<file path="src/rtl/uart_pkg.sv">
// Shared constants and types for the UART receive-side host controller.
package uart_pkg;

  localparam int unsigned CFG_ADDR    = 'h000;
  localparam int unsigned BAUD_ADDR   = 'h008;
  localparam int unsigned STATUS_ADDR = 'h00C;
  localparam int unsigned DATA_ADDR   = 'h010;
  localparam int unsigned IRQ_EN_ADDR = 'h014;

  localparam int unsigned CFG_DBITS_LSB = 0;
  localparam int unsigned CFG_STOP_BIT  = 2;
  localparam int unsigned CFG_PEN_BIT   = 3;
  localparam int unsigned CFG_PTYPE_BIT = 4;
  localparam int unsigned CFG_EN_BIT    = 5;

  localparam logic [11:0] RX_ACK_ADDR = 12'h004;

  typedef enum logic [1:0] {IDLE, ACK, WAIT_CLR} ctrl_state_t;

endpackage

</file>
<file path="src/rtl/uart_rx_fifo.sv">
// Synchronous FIFO holding received frames as {parity_err, data}.
module uart_rx_fifo #(
  parameter int unsigned WIDTH = 9,
  parameter int unsigned DEPTH = 16,
  localparam int unsigned PTR_W = $clog2(DEPTH) + 1
) (
  input  logic             clk,
  input  logic             rst_n,
  input  logic             push,
  input  logic [WIDTH-1:0] wdata,
  input  logic             pop,
  output logic [WIDTH-1:0] rdata,
  output logic             full,
  output logic             empty,
  output logic [PTR_W-1:0] count
);

  logic [WIDTH-1:0] mem_q [DEPTH];
  logic [PTR_W-1:0] wptr_q, rptr_q;
  logic             push_ok, pop_ok;

  assign count   = wptr_q - rptr_q;
  assign empty   = (count == '0);
  assign full    = (count == PTR_W'(DEPTH));
  assign rdata   = mem_q[rptr_q[PTR_W-2:0]];
  // A pop frees a slot on the same edge, so a push into a full FIFO is legal then.
  assign pop_ok  = pop && !empty;
  assign push_ok = push && (!full || pop_ok);

  always_ff @(posedge clk or negedge rst_n) begin
    if (!rst_n) begin
      wptr_q <= '0;
      rptr_q <= '0;
    end else begin
      if (push_ok) wptr_q <= wptr_q + 1'b1;
      if (pop_ok)  rptr_q <= rptr_q + 1'b1;
    end
  end

  always_ff @(posedge clk) begin
    if (push_ok) mem_q[wptr_q[PTR_W-2:0]] <= wdata;
  end

endmodule

</file>
<file path="src/rtl/uart_rx_ctrl.sv">
// Host controller for the UART receiver: baud tick, frame format, RX FIFO drain and
// acknowledge handshake, CPU-visible registers and a level interrupt.
module uart_rx_ctrl
  import uart_pkg::*;
#(
  parameter int unsigned FIFO_DEPTH = 16,
  parameter int unsigned ADDR_W     = 12,
  parameter int unsigned DIV_W      = 16
) (
  input  logic              clk,
  input  logic              rst_n,
  input  logic              wr_en,
  input  logic [ADDR_W-1:0] waddr,
  input  logic [31:0]       wdata,
  input  logic              rd_en,
  input  logic [ADDR_W-1:0] raddr,
  output logic [31:0]       rdata,
  output logic              irq,
  output logic              tick,
  output logic [1:0]        data_bit_num,
  output logic              stop_bit_num,
  output logic              parity_en,
  output logic              parity_type,
  output logic              rx_rd_en,
  output logic [ADDR_W-1:0] rx_raddr,
  input  logic              rx_done,
  input  logic              rx_parity_err,
  input  logic [7:0]        rx_data
);

  localparam int unsigned CNT_W = $clog2(FIFO_DEPTH) + 1;

  ctrl_state_t      state_q, state_d;
  logic [5:0]       cfg_q, cfg_d;
  logic [DIV_W-1:0] baud_q, cnt_q, cnt_d;
  logic             overrun_q, overrun_d, parity_q, parity_d;
  logic [2:0]       irq_en_q;
  logic             irq_q, irq_d;
  logic [31:0]      rdata_q, rdata_d;

  logic             wr_cfg, wr_baud, wr_status, wr_irq_en, rd_data;
  logic             rx_enable, capture, drop;
  logic             fifo_push, fifo_pop, fifo_full, fifo_empty;
  logic [8:0]       fifo_rdata;
  logic [CNT_W-1:0] fifo_count;
  logic             unused_wdata;

  assign unused_wdata = ^wdata[31:DIV_W];

  assign wr_cfg    = wr_en && (waddr == ADDR_W'(CFG_ADDR));
  assign wr_baud   = wr_en && (waddr == ADDR_W'(BAUD_ADDR));
  assign wr_status = wr_en && (waddr == ADDR_W'(STATUS_ADDR));
  assign wr_irq_en = wr_en && (waddr == ADDR_W'(IRQ_EN_ADDR));
  assign rd_data   = rd_en && (raddr == ADDR_W'(DATA_ADDR));

  assign rx_enable    = cfg_q[CFG_EN_BIT];
  assign data_bit_num = cfg_q[CFG_DBITS_LSB +: 2];
  assign stop_bit_num = cfg_q[CFG_STOP_BIT];
  assign parity_en    = cfg_q[CFG_PEN_BIT];
  assign parity_type  = cfg_q[CFG_PTYPE_BIT];
  assign tick         = rx_enable && (cnt_q == baud_q);
  assign rdata        = rdata_q;
  assign irq          = irq_q;

  assign fifo_pop  = rd_data && !fifo_empty;
  assign fifo_push = capture && (!fifo_full || fifo_pop);
  assign drop      = capture && fifo_full && !fifo_pop;

  uart_rx_fifo #(
    .WIDTH (9),
    .DEPTH (FIFO_DEPTH)
  ) u_fifo (
    .clk   (clk),
    .rst_n (rst_n),
    .push  (fifo_push),
    .wdata ({rx_parity_err, rx_data}),
    .pop   (fifo_pop),
    .rdata (fifo_rdata),
    .full  (fifo_full),
    .empty (fifo_empty),
    .count (fifo_count)
  );

  // Capture only in IDLE: the receiver holds rx_done until acked, so WAIT_CLR
  // guarantees a frame is never taken twice.
  always_comb begin
    state_d  = state_q;
    capture  = 1'b0;
    rx_rd_en = 1'b0;
    rx_raddr = '0;
    unique case (state_q)
      IDLE: begin
        if (rx_done) begin
          capture = rx_enable;
          state_d = ACK;
        end
      end
      ACK: begin
        rx_rd_en = 1'b1;
        rx_raddr = ADDR_W'(RX_ACK_ADDR);
        state_d  = WAIT_CLR;
      end
      WAIT_CLR: begin
        if (!rx_done) state_d = IDLE;
      end
      default: state_d = IDLE;
    endcase
  end

  always_comb begin
    cfg_d = cfg_q;
    if (wr_cfg) begin
      cfg_d[CFG_EN_BIT] = wdata[CFG_EN_BIT];
      if (!rx_enable) cfg_d[4:0] = wdata[4:0];
    end

    if (!rx_enable || wr_baud) cnt_d = '0;
    else if (cnt_q == baud_q)  cnt_d = '0;
    else                       cnt_d = cnt_q + 1'b1;

    // Set events are applied after the W1C clear so they win on a collision.
    overrun_d = overrun_q;
    parity_d  = parity_q;
    if (wr_status) begin
      if (wdata[2]) overrun_d = 1'b0;
      if (wdata[3]) parity_d  = 1'b0;
    end
    if (drop)                     overrun_d = 1'b1;
    if (capture && rx_parity_err) parity_d  = 1'b1;

    irq_d = |(irq_en_q & {parity_q, overrun_q, ~fifo_empty});

    rdata_d = rdata_q;
    if (rd_en) begin
      rdata_d = '0;
      case (raddr)
        ADDR_W'(CFG_ADDR):    rdata_d[5:0] = cfg_q;
        ADDR_W'(BAUD_ADDR):   rdata_d[DIV_W-1:0] = baud_q;
        ADDR_W'(STATUS_ADDR): begin
          rdata_d[15:8] = 8'(fifo_count);
          rdata_d[3:0]  = {parity_q, overrun_q, fifo_full, fifo_empty};
        end
        ADDR_W'(DATA_ADDR):   rdata_d = fifo_empty ? 32'h8000_0000 : {23'b0, fifo_rdata};
        ADDR_W'(IRQ_EN_ADDR): rdata_d[2:0] = irq_en_q;
        default:              rdata_d = '0;
      endcase
    end
  end

  always_ff @(posedge clk or negedge rst_n) begin
    if (!rst_n) begin
      state_q   <= IDLE;
      cfg_q     <= '0;
      baud_q    <= '0;
      cnt_q     <= '0;
      overrun_q <= 1'b0;
      parity_q  <= 1'b0;
      irq_en_q  <= '0;
      irq_q     <= 1'b0;
      rdata_q   <= '0;
    end else begin
      state_q   <= state_d;
      cfg_q     <= cfg_d;
      cnt_q     <= cnt_d;
      overrun_q <= overrun_d;
      parity_q  <= parity_d;
      irq_q     <= irq_d;
      rdata_q   <= rdata_d;
      if (wr_baud)   baud_q   <= wdata[DIV_W-1:0];
      if (wr_irq_en) irq_en_q <= wdata[2:0];
    end
  end

endmodule

</file>
<file path="config.mk">
export PLATFORM = sky130hd
export DESIGN_NAME = uart_rx_ctrl
export DESIGN_NICKNAME = d
export VERILOG_FILES = /design/src/rtl/uart_pkg.sv /design/src/rtl/uart_rx_fifo.sv /design/src/rtl/uart_rx_ctrl.sv
export SDC_FILE = /design/constraint.sdc
export NUM_CORES = 1
export LEC_CHECK = 0
export ABC_AREA = 1
export CAP_MARGIN = 20
export CORE_UTILIZATION = 39
export CTS_CLUSTER_SIZE = 28
export DETAILED_ROUTE_END_ITERATION = 10
export SETUP_SLACK_MARGIN = 0.5
export SLEW_MARGIN = 10
export SYNTH_ARGS = -nofsm -noshare
export SYNTH_HDL_FRONTEND = slang
export SYNTH_SLANG_ARGS = --single-unit
</file>
<file path="constraint.sdc">
create_clock -name clk -period 3.8 [get_ports clk]
set_input_delay 0.76 -clock clk [delete_from_list [all_inputs] [get_ports clk]]
set_output_delay 0.76 -clock clk [all_outputs]
set_load 0.05 [all_outputs]
</file>
==> impl_metrics.py <==
metrics = {
    "outcome": {
        "status": "finished clean",
    },
    "die": {
        "dieArea_um2": 26860,
        "die_x_um": 163.9,
        "rows": 58,
        "fp.dieH_um": 163.9,
        "ios": 122,
        "initial_core_util": 0.4013,
        "core_area_um2": 25470,
    },
    "final_layout": {
        "layout.cells.non_filler": 1513,
        "final.fill_count": 2349,
        "fin_nets": 1248,
        "finalInstanceArea_um2": 12020,
        "final_layout_size_suffix_gt1_frac": 0.08199,
        "diodes": 0,
        "syn2layout_area_growth_pct": 17.56,
    },
    "setup_path": {
        "startpoint": "baud_q[12]",
        "slowest_delay_ns": 0.54,
        "worst-path-buf-inv": 1,
        "critPathLaunchType": "flop",
        "r2r-start": "u_fifo.wptr_q[0]",
        "critPathMaxFanout": 6,
        "reg2reg_to": "u_fifo.mem_q[14][2]",
        "crit_type": "flop to output pin",
        "path_depth": 6,
        "r2r_setup_slack_ns": 0.79,
        "crit_chain": "or2_2 > nand4_1 > nor3_1 > nand2_1 > nor2_1 > dlygate4sd2_1",
        "critPathTopFamily": "simple AND/OR/NAND/NOR gates",
        "critPathCapture": "tick",
        "required_ns": 3.04,
        "reg2reg_depth": 12,
        "arrival_ns": 2.29,
        "cp-end-kind": "output pin",
        "cpMaxStageDelayCell": "dlygate4sd2_1",
    },
    "place": {
        "placedCellCount": 1472,
        "gp_congestion": 0.8164,
        "hpwlAfterDp_um": 16380,
        "io_buffers": 79,
        "place_area_um2": 11350,
    },
    "clock_network": {
        "cts_tree": "yes",
        "hold_buffers": 0,
        "cts_resized": 1,
        "clk_latency_ns": 0.51,
        "cts_setup_buffers": 0,
        "clkTransAtPathRegs_ns": 0.06,
        "h-tree-depth": 1,
        "cts-root-buf": "clkbuf_16",
        "numCtsBuffers": 23,
        "cts.path.max_buffers": 3,
        "clkSinkCount": 217,
    },
    "sta": {
        "finClkSkew_ns": 0.007388,
        "whs_ns": 0.3921,
        "setup_violations": 0,
        "grt_setup_unrepaired": "false",
        "finalHoldViolCount": 0,
        "finalCritPeriodShare": 0.8021,
        "fmax_mhz": 328.1,
        "max_slew.worst_pin.slew_ns": 0.9450,
        "tns_ns": 0,
        "slew_viol_final": 0,
        "max_slew_margin": 0.3700,
        "fin_crit_ns": 3.048,
    },
    "routing": {
        "first_pass_iters": 6,
        "vias": 7373,
        "first_iter_violations": 485,
        "viasPerCell": 4.873,
        "met3WireLength_um": 1114,
        "top_layer": "met4",
        "wl_per_cell_um": 15.56,
        "wl_um": 23540,
        "drc": 0,
        "wl_met1_um": 10970,
        "ant_nets": 0,
        "wl_met2_um": 10790,
    },
    "synth": {
        "syn_avg_cell_area_um2": 9.509,
        "synth_top_area_cell": "edfxtp_1",
        "syn_inst": 1075,
        "ys_seq_area_frac": 0.6017,
        "yosys_warnings": 0,
        "synth.lib_cells_used.distinct": 45,
        "async_flop_share": 0.3364,
        "synth.area.top_cells": "edfxtp_1 42%, dfrtp_1 18%, nand2_1 13%",
        "syn_area_um2": 10220,
        "synth_top_area_frac": 0.4230,
        "synthMostInstantiatedCell": "nand2_1",
        "ys_ff_latch": 217,
        "synth_edf_count": 144,
        "synthTopCellsByCount": "344 x nand2_1, 144 x edfxtp_1, 112 x nand3_1",
        "yosys_most_used_dff": "edfxtp_1",
    },
    "min_path": {
        "hold_class": "input port to async pin",
    },
    "global_routing": {
        "first_global_vias": 6939,
        "grt.total_usage": 0.1815,
        "overflow": 0,
        "grt_first_pass_wirelength_um": 37350,
        "grt_start_max_net_pins": 76,
        "grt_antenna_before_repair": 0,
    },
    "power_and_ir_drop": {
        "p_leak_uw": 0.005047,
        "power.density_nw_per_um2": 405.3,
        "max-vdd-ir-drop_uv": 237.6,
    },
    "job": {
        "drv_cap": 0,
    },
}
==> sequential cells by signal, indices dropped and copies added, names as in the netlist <==
name           flops
baud_q            16
overrun_q          1
cnt_q             16
u_fifo.mem_q     144
parity_q           1
u_fifo.rptr_q      5
u_fifo.wptr_q      5
rdata             17
irq                1
irq_en_q           3
cfg_q              6
state_q            2
==> per-stage QoR <==
| step | setup slack [ns] | power, µW | util |
|---|---|---|---|
| 2_1_floorplan | 0.9394 | 2801 | - |
| 3_3_place_gp | 0.5297 | 2917 | 0.4455 |
| 3_5_place_dp | 0.4658 | 2920 | 0.4455 |
| 4_1_cts | 0.6351 | 4926 | 0.4716 |
| 5_1_grt | 0.5277 | 5030 | 0.4718 |
| 6_report | 0.7519 | 4871 | 0.4718 |
==> area by class of cell <==
class,instances,area (µm²),area share
Tap cell,330,412.9,0.03436
Multi-Input combinational cell,736,3468,0.2886
Clock inverter,12,68.82,0.005726
Sequential cell,217,6152,0.5119
Clock buffer,29,598.1,0.04977
Inverter,82,307.8,0.02561
Timing Repair Buffer,107,1010,0.08402
==> placed cells by master, fill, tap and decap left out, drive strengths merged <==
| master | netlist | final |
|---|---|---|
| a21o | 1 | 1 |
| a21oi | 32 | 32 |
| a22o | 1 | 1 |
| a22oi | 1 | 1 |
| buf | 47 | 29 |
| clkbuf | 18 | 29 |
| clkdlybuf4s50 | 0 | 77 |
| clkinv | 1 | 9 |
| clkinvlp | 0 | 3 |
| conb | 1 | 26 |
| dfrtp | 73 | 73 |
| dlygate4sd2 | 0 | 1 |
| edfxtp | 144 | 144 |
| fa | 1 | 1 |
| ha | 10 | 10 |
| inv | 81 | 82 |
| nand2 | 347 | 347 |
| nand3 | 117 | 117 |
| nand3b | 1 | 1 |
| nand4 | 13 | 13 |
| nor2 | 98 | 98 |
| nor3 | 25 | 25 |
| nor4 | 2 | 2 |
| o21ai | 26 | 26 |
| o21bai | 1 | 1 |
| o22ai | 2 | 2 |
| o31ai | 1 | 1 |
| or2 | 2 | 2 |
| xnor2 | 14 | 14 |
| xor2 | 15 | 15 |
==> how the worst min path moves through the flow <==
| stage | startpoint | to | slack, ns | depth (start not counted) |
|---|---|---|---|---|
| final | rst_n | baud_q[13] | 0.39 | 1 |
| after global routing | rst_n | baud_q[13] | 0.46 | 1 |
| after CTS | rst_n | baud_q[13] | 0.42 | 1 |
| after detailed placement | rdata[5] | rdata[5] | 0.47 | 2 |
| after global placement | rdata[13] | rdata[13] | 0.47 | 2 |
| after floorplan | state_q[1] | state_q[0] | 0.45 | 1 |
==> where the power goes <==
part	internal [µW]	leakage, µW	switching, µW
Sequential	2540	0.00228	12.4
Combinational	96.7	0.00244	220
Clock	1120	0.000322	885
Total	3750	0.00505	1120
==> routing by layer <==
layer | vias up | GRT usage
met4 | 0 | 0.06524
met5 | - | 0
met3 | 42 | 0.02273
met1 | 3444 | 0.2580
li1 | 3681 | -
met2 | 206 | 0.2852
==> cells by family after synthesis <==
| kind of cell | Yosys count | share of synthesized area |
|---|---|---|
| and+or+nand+nor | 605 | 0.2553 |
| DFF | 217 | 0.6017 |
| buffers and inverters | 147 | 0.06867 |
| AOI/OAI and AO/OA | 65 | 0.03415 |
| xor gates and xnor gates | 29 | 0.02558 |
| adders and majority gates | 11 | 0.01420 |
| other | 1 | 0.0003668 |
(Power assumes the default switching activity.)
